<file path="config.mk">
export PLATFORM = sky130hd
export DESIGN_NAME = fwd_scoreboard
export DESIGN_NICKNAME = d
export VERILOG_FILES = /design/src/rtl/fwd_scoreboard.sv
export SDC_FILE = /design/constraint.sdc
export NUM_CORES = 1
export LEC_CHECK = 0
export CAP_MARGIN = 15
export CORE_MARGIN = 1.5
export CORE_UTILIZATION = 50
export CTS_BUF_LIST = sky130_fd_sc_hd__clkbuf_8
export DETAILED_ROUTE_END_ITERATION = 7
export PLACE_DENSITY = 0.9
export SYNTH_ARGS = -nofsm -noshare
export SYNTH_HDL_FRONTEND = slang
export SYNTH_SLANG_ARGS = --single-unit
</file>
<file path="constraint.sdc">
create_clock -name clk -period 6.12 [get_ports clk]
set_input_delay 1.53 -clock clk [delete_from_list [all_inputs] [get_ports clk]]
set_output_delay 1.53 -clock clk [all_outputs]
set_load 0.03 [all_outputs]
</file>
<file path="src/rtl/fwd_scoreboard.sv">
// Execute-stage forwarding and hazard unit.
// Shadows MEM/WB/commit destinations and resolves operands youngest-first.
module fwd_scoreboard #(
    parameter int NREAD = 2,
    parameter int DEPTH = 3,
    parameter int RW    = 7,
    parameter int DW    = 32
) (
    input  logic                clk,
    input  logic                rst_n,
    input  logic [NREAD*RW-1:0] rd_num,
    input  logic [NREAD*DW-1:0] rd_rf_data,
    output logic [NREAD*DW-1:0] rd_data,
    output logic [NREAD-1:0]    fwd_hit,
    input  logic                ex_wen,
    input  logic [RW-1:0]       ex_rd,
    input  logic                ex_is_load,
    input  logic [DW-1:0]       ex_alu_data,
    input  logic                flush,
    input  logic                mem_ld_valid,
    input  logic [DW-1:0]       mem_ld_data,
    output logic                load_use,
    output logic                mem_wait,
    output logic                ex_stall,
    output logic [31:0]         stall_cnt
);

    logic [DEPTH-1:0] e_v;
    logic [DEPTH-1:0] e_ld;
    logic [DEPTH-1:0] e_rdy;
    logic [RW-1:0]    e_rd   [DEPTH];
    logic [DW-1:0]    e_data [DEPTH];

    logic [NREAD-1:0] p_hit;
    logic [NREAD-1:0] p_rdy;
    logic [DW-1:0]    p_data [NREAD];

    logic ld_pending;
    logic bubble;
    logic unused_ld;

    // Only the MEM entry's load flag matters once loads complete.
    assign unused_ld = ^e_ld[DEPTH-1:1];

    assign ld_pending = e_v[0] & e_ld[0] & ~e_rdy[0];
    assign mem_wait   = ld_pending & ~mem_ld_valid;
    assign ex_stall   = load_use | mem_wait;
    assign bubble     = load_use | flush | ~ex_wen;

    // Per-port match search; scanning oldest to youngest lets entry 0 win.
    always_comb begin
        p_hit = '0;
        p_rdy = '0;
        for (int p = 0; p < NREAD; p++) begin
            p_data[p] = '0;
            for (int k = DEPTH - 1; k >= 0; k--) begin
                if (e_v[k] && (e_rd[k] == rd_num[p*RW +: RW])
                    && (rd_num[p*RW +: RW] != '0)) begin
                    p_hit[p]  = 1'b1;
                    p_rdy[p]  = e_rdy[k];
                    p_data[p] = e_data[k];
                end
            end
        end
    end

    // Operand mux and load-use detection from the match results.
    always_comb begin
        rd_data  = rd_rf_data;
        fwd_hit  = '0;
        load_use = 1'b0;
        for (int p = 0; p < NREAD; p++) begin
            if (p_hit[p] && p_rdy[p]) begin
                rd_data[p*DW +: DW] = p_data[p];
                fwd_hit[p]          = 1'b1;
            end
            if (p_hit[p] && !p_rdy[p]) begin
                load_use = 1'b1;
            end
        end
    end

    // Shadow pipeline: freeze on mem_wait, else shift and insert EX.
    always_ff @(posedge clk or negedge rst_n) begin
        if (!rst_n) begin
            e_v   <= '0;
            e_ld  <= '0;
            e_rdy <= '0;
            for (int k = 0; k < DEPTH; k++) begin
                e_rd[k]   <= '0;
                e_data[k] <= '0;
            end
        end else if (!mem_wait) begin
            for (int k = DEPTH - 1; k >= 1; k--) begin
                e_v[k]    <= e_v[k-1];
                e_ld[k]   <= e_ld[k-1];
                e_rdy[k]  <= e_rdy[k-1];
                e_rd[k]   <= e_rd[k-1];
                e_data[k] <= e_data[k-1];
            end
            if (ld_pending) begin
                e_rdy[1]  <= 1'b1;
                e_data[1] <= mem_ld_data;
            end
            if (bubble) begin
                e_v[0]    <= 1'b0;
                e_ld[0]   <= 1'b0;
                e_rdy[0]  <= 1'b0;
                e_rd[0]   <= '0;
                e_data[0] <= '0;
            end else begin
                e_v[0]    <= 1'b1;
                e_ld[0]   <= ex_is_load;
                e_rdy[0]  <= ~ex_is_load;
                e_rd[0]   <= ex_rd;
                e_data[0] <= ex_alu_data;
            end
        end
    end

    // Saturating stall-cycle counter for performance monitoring.
    always_ff @(posedge clk or negedge rst_n) begin
        if (!rst_n) begin
            stall_cnt <= '0;
        end else if (ex_stall && (stall_cnt != '1)) begin
            stall_cnt <= stall_cnt + 32'd1;
        end
    end

endmodule
</file>
==> results of run 1 <==
==> worst max-delay path, stage by stage <==
cell and delay, ns:
clkdlybuf4s50_1 0.65, xnor2_1 0.18, nand2_1 0.13, nor4_2 0.58, buf_4 0.29, nand2_1 0.06
o21ai_0 0.15, clkdlybuf4s50_1 0.74
==> path summary, 6_finish.rpt <==
path / to
max: fwd_hit[1]
min: stall_cnt[26]
max reg2reg: e_data[93]
min reg2reg: stall_cnt[26]
max in group asynchronous: e_data[21]
min in group asynchronous: e_data[66]
==> state kept, by name (all words and copies together), names as in the netlist <==
register and count:
e_data 96, stall_cnt 32, e_rd 21, e_rdy 3
e_v 3, e_ld 1
==> power by group through the flow <==
| stage | registers (mW) | clock network [mW] | logic [mW] |
|---|---|---|---|
| 2_1_floorplan | 1.15 | 0 | 0.171 |
| 3_3_place_gp | 1.15 | 0 | 0.389 |
| 3_5_place_dp | 1.15 | 0 | 0.396 |
| 4_1_cts | 1.13 | 0.782 | 0.398 |
| 5_1_grt | 1.14 | 0.830 | 0.425 |
| 6_report | 1.13 | 0.771 | 0.396 |
==> cell families (layout without fill, tap and decap cells) <==
kind of cell             count (synthesis)  count (layout)  share of synthesized area, %
adder cells (fa/ha/maj)                  1               1                         0.142
flip-flops                             156             156                          44.4
AO/OA/AOI/OAI                          265             265                          19.3
XOR/XNOR                                73              73                          7.27
buffers and inverters                   79             324                          3.64
other                                    0               1                             0
AND/OR/NAND/NOR                        284             284                          15.6
multiplexers                            79              79                          9.66
==> layer usage <==
metal	routed length, um	part of all wire [%]	global-route usage, %	up-vias
li1	-	-	-	3868
met1	11000	41	38.9	4056
met2	13100	48	48.8	404
met3	2250	8.3	7.41	60
met4	756	2.8	11.1	0
met5	0	0	0	-
==> cell type report <==
type                       count  area share [%]
antenna                        1          0.0210
clock buffer                  17            1.96
clock inverter                15            1.39
inverter                       6           0.189
multi-input combinational    702            38.9
sequential                   156            32.8
tap                          225            2.36
timing repair buffer         286            22.5
==> stage by stage <==
step / total power [mW] / cell area [sq um] / util (%) / setup slack, ns / hold WS, ns
after global routing: 2.40 / 11900 / 69.1 / 0.119 / 0.533
final: 2.30 / 11900 / 69.1 / 0.263 / 0.504
after floorplan: 1.33 / 8790 / - / 0.574 / 0.488
after detailed placement: 1.55 / 11500 / 66.8 / 0.276 / 0.483
after CTS: 2.31 / 11900 / 69.1 / 0.272 / 0.504
after global placement: 1.54 / 11500 / 66.8 / 0.256 / 0.476
==> placed cells by master, fill, tap and decap left out, types with 20 or more instances in the layout <==
master / n
xnor2_1: 69
a21oi_1: 65
dfrtp_1: 156
nand4_1: 30
mux2i_1: 32
buf_4: 93
mux2_2: 47
a221o_1: 20
nand3_1: 45
o21ai_0: 105
nand2_1: 134
clkdlybuf4s50_1: 186
a22o_1: 39
==> run metrics, run 1 <==
RSZ-0062 raised after global routing=false; Post-synth top flop=dfrtp_1; Crit Path Class=in -> out; global-route wire length before repair=43200 um; Layout area overhead=35.6%; I/O Pins=256; Starting Density=51.0%; Setup Skew=0.0242 ns; EDFF count, synth=0; cell leakage power=5.15 nW; Yosys top cell area share=44.4%; clock latency at the later pin of the worst-skew pair=0.47 ns; die area=18400 sq um; Sw Share=30.7%; hold-critical path depth=1; Worst setup EP type=output port; number of global-route vias before repair=8288; HP Class=reg -> reg; switching power=0.707 mW; Startpoint Class=input pin; Worst Reg-to-Reg Cells=10; Vias/cell=5.96; setup bufs post-CTS=0; Final Hold Fails=0; CTS tree=yes; Site Rows=48; clk sinks=156; slew margin rel.=33.8%; Clock Tree Root=clkbuf_8; PD cells=193 nW/um^2; fraction of layout cells with a size suffix above 1=16.9%; Filler cells=1280; Detailed Place HPWL=18400 um; post-synth cell types=44; final wirelength=27100 um; share of power burned in combinational logic=17.2%; Layout Cells excl Fill=1408; drc violations=0; Max FO, Critical Path=8; 1st-iter DRT viols=565; Core Region=17200 sq um; Final Wtd Congestion=0.901; Vias=8388; worst setup path startpoint=rd_num[8]; GRT Util Overall=30.0%; flops & latches, synth=156; VDD IR-drop max=0.143 mV; max_cap viols=0; post-synth net total=1093; largest net degree at the start of global routing=109; post-CTS sizing=0; count of hold-fix buffers inserted at cts=0; hold wc startpoint=stall_cnt[26]; Final TNS setup=0 ns; H-tree levels=4; R2R Setup Slk=2.72 ns; Die Ht=136 um; Synth top cells by count=dfrtp_1 (156), nand2_1 (134), o21ai_0 (105), xnor2_1 (69), a21oi_1 (65); Mapped Cells=937; Die W=136 um; clk buf depth=2; synth warn=0; Pint=1.59 mW; Worst EP required=4.59 ns; NumNets Final=1325; Yosys top cell by area=dfrtp_1; Flop pwr share=49.3%; worst slew pin tran=0.993 ns; ranking of synthesized cells by area=dfrtp_1 (44%), xnor2_1 (6.9%), mux2_2 (6.0%); average wire per cell in the routed design=19.2 um; Port Buffer Count=255; reg-to-reg critical path startpoint=e_rd[17]; Avg Cell Area, Syn=9.38 sq um; number of max-slew violations in the final report=0; sequential area share after synthesis=44.4%; antenna violations before repair=1; fin crit share=95.7%; Post-Syn Area=8790 sq um; Initial DRT Pass Iterations=5; most common cell in the netlist=dfrtp_1; antenna violation net count after detailed routing=0; ys async rst share=100%; outcome=finished clean; cts bufs inserted=17; clock share of power=33.5%; f_max=171 MHz; Final min period=5.86 ns; register area=3900 sq um; setup violators final=0; DP Cell Count=1375; total gr overflow=0; Multi-input gate area=4630 sq um; clk slew on worst S/H paths=0.10 ns; WP data arrival=4.33 ns
No activity file was read; power rests on OpenSTA's default activity.
==> inputs of run 2 (changes only) <==
- ABC_AREA: not set -> 1
- PLACE_DENSITY: 0.9 -> 0.88
==> run 2 against run 1 <==
Global-route usage up 0.72 points. Sequential power about the same. Register-to-register slack better by 0.07 ns. Maximum frequency up 3.0%. Non-clock buffer count down 12. Sequential share of layout area down 1.9 points. First-iteration DRC count up 62%. Combinational power up 5.8%. Routed wire length up 16%.
==> run metrics, run 2 <==
clock share of power=32.3%; RSZ-0062 raised after global routing=false; I/O Pins=256; synth warn=0; global-route wire length before repair=49600 um; Final WS setup=0.434 ns; Biggest register=e_data; EDFF count, synth=0; cell leakage power=5.69 nW; post-synth cell types=35; cts bufs inserted=17; max reg flops=96; HP Class=reg -> reg; switching power=0.697 mW; die area=20600 sq um; clock latency at the later pin of the worst-skew pair=0.47 ns; CTS tree=yes; largest net degree at the start of global routing=84; DP Cell Count=1828; post-CTS sizing=0; commonest non-fill, non-tap cell in the layout=nand2_1; Post-Syn Area=9850 sq um; final wirelength=31300 um; post-synth net total=1538; Flop pwr share=49.4%; Final TNS setup=0 ns; total gr overflow=0; Crit Path Class=in -> out; Detailed Place HPWL=21200 um; NumNets Final=1738; Clock Tree Root=clkbuf_8; Yosys top cell by area=dfrtp_1; GRT Util Overall=30.8%; f_max=176 MHz; antenna violation net count after detailed routing=0; outcome=finished clean; average wire per cell in the routed design=16.8 um; CP Cell Sequence=clkdlybuf4s50_1 > nor2_1 > nand2_1 > nor2_1 > nor2_2 > nand2_2 > buf_4 > nand3_1 > o211ai_1 > o21ai_0 > o21ai_1 > buf_4; Startpoint Class=input pin; Max stage delay cell, worst path=buf_4; sequential area share after synthesis=39.6%; biggest regs=e_data (96), stall_cnt (32), e_rd (21); Worst setup EP type=output port; slew margin rel.=34.7%; 1st-iter DRT viols=914; setup bufs post-CTS=0; H-tree levels=4; Worst EP required=4.59 ns; Vias=10.4k; clk sinks=156; worst slew pin tran=0.979 ns; Avg Cell Area, Syn=7.13 sq um; Setup Skew=0.0135 ns; antenna violations before repair=4; Site Rows=51; Die W=143 um; Post-synth top flop=dfrtp_1; Initial DRT Pass Iterations=5; Core Region=19400 sq um; Multi-input gate area=5150 sq um; VDD IR-drop max=0.173 mV; Layout Cells excl Fill=1863; Mapped Cells=1382; Final Hold Fails=0; number of max-slew violations in the final report=0; Layout area overhead=28.5%; number of global-route vias before repair=9719; Starting Density=50.8%; share of power burned in combinational logic=18.3%; clk slew on worst S/H paths=0.09 ns; fin util=65.3%; Max FO, Critical Path=65; most frequent cells in the layout=nand2_1 (423), clkdlybuf4s50_1 (186), nand3_1 (163), dfrtp_1 (156), o21ai_0 (130); drc violations=0; register area=3900 sq um; Sw Share=30.5%; flops & latches, synth=156; clk buf depth=2; Filler cells=1719; Vias/cell=5.61; most common cell in the netlist=nand2_1; Synth top cells by count=nand2_1 (426), nand3_1 (164), dfrtp_1 (156), o21ai_0 (130), o211ai_1 (100); Critical Path Max Stage Delay=0.55 ns; Die Ht=143 um; Yosys top cell area share=39.6%; fin crit share=92.9%; ranking of synthesized cells by area=dfrtp_1 (40%), nand2_1 (16%), nand3_1 (8.3%); max_cap viols=0; Setup WS pre-CTS=0.492 ns; Final Wtd Congestion=0.924; setup violators final=0; WP data arrival=4.16 ns; Port Buffer Count=255; count of hold-fix buffers inserted at cts=0; PD cells=180 nW/um^2; Final min period=5.69 ns; Pint=1.59 mW; ys async rst share=100%; fraction of layout cells with a size suffix above 1=9.78%
## run 2: changes by cell type in the layout (fill, tap and decap cells not counted), sizes merged, moves of 32 or more
cell	change
o211ai	+99
nand2	+298
mux2i	-32
a21oi	-60
nor2	+56
mux2	-47
xnor2	-51
inv	+91
nand3	+127
a22o	-39
o21ai	+36
## run 2: path summary, 6_finish.rpt
kind | from | endpoint | slack, ns | cells past startpoint
hold reg to reg | e_data[27] | e_data[27] | 0.52 | 2
min in group asynchronous | rst_n | e_data[71] | 0.88 | 1
setup / recovery | rd_num[4] | rd_data[1] | 0.43 | 12
hold / removal | e_data[27] | e_data[27] | 0.52 | 2
setup reg to reg | e_v[0] | stall_cnt[26] | 2.79 | 13
max in group asynchronous | rst_n | e_rd[9] | 4.04 | 2
## run 2: critical path, delay by kind of cell
family | cells | cell delay (ns)
buffers and inverters | 3 | 1.23
AND/OR/NAND/NOR | 6 | 0.76
AO/OA/AOI/OAI | 3 | 0.56
## run 2: routing by layer
| metal | global-route usage (%) | routed length, um | up-vias |
|---|---|---|---|
| met3 | 6.60 | 2660 | 53 |
| met1 | 39.4 | 12900 | 4907 |
| met2 | 51.4 | 15000 | 484 |
| met4 | 11.0 | 728 | 0 |
| met5 | 0 | 0 | - |
| li1 | - | - | 5002 |
## run 2: power groups by stage
stage               clock network (mW)  registers [mW]  logic, mW
detailed placement                   0            1.15      0.419
floorplan                            0            1.15      0.190
CTS                              0.747            1.13      0.421
global route                     0.788            1.13      0.457
global placement                     0            1.14      0.412
finish                           0.737            1.13      0.419
## run 2: kinds of logic (layout without fill, tap and decap cells)
kind of cell / after synthesis / after routing / share of synthesized area (%)
compound gates: 263 / 263 / 16.1
xor+xnor: 46 / 46 / 4.09
fa+ha+maj: 1 / 1 / 0.127
buf+inv: 196 / 409 / 8.52
flops: 156 / 156 / 39.6
other cells: 0 / 3 / 0
simple gates: 720 / 720 / 31.5
## run 2: metrics by stage
| stage | area (sq um) | total power, mW | hold WS [ns] |
|---|---|---|---|
| 6_report | 12700 | 2.28 | 0.521 |
| 5_1_grt | 12700 | 2.38 | 0.546 |
| 4_1_cts | 12700 | 2.29 | 0.520 |
| 3_5_place_dp | 12300 | 1.57 | 0.498 |
| 3_3_place_gp | 12300 | 1.56 | 0.491 |
| 2_1_floorplan | 9850 | 1.34 | 0.465 |
## run 2: area by class of cell
cell class | count | share of cell area, %
Tap cell | 265 | 2.62
Inverter | 103 | 3.06
Antenna cell | 3 | 0.0593
Clock buffer | 17 | 1.85
Multi-Input combinational cell | 1030 | 40.6
Clock inverter | 15 | 0.998
Sequential cell | 156 | 30.8
Timing Repair Buffer | 274 | 19.9
==> inputs of run 3 (changes only) <==
- CTS_CLUSTER_DIAMETER: not set -> 200
==> results of run 3 <==
Final layout, timing and power as in run 2 (identical DEF).
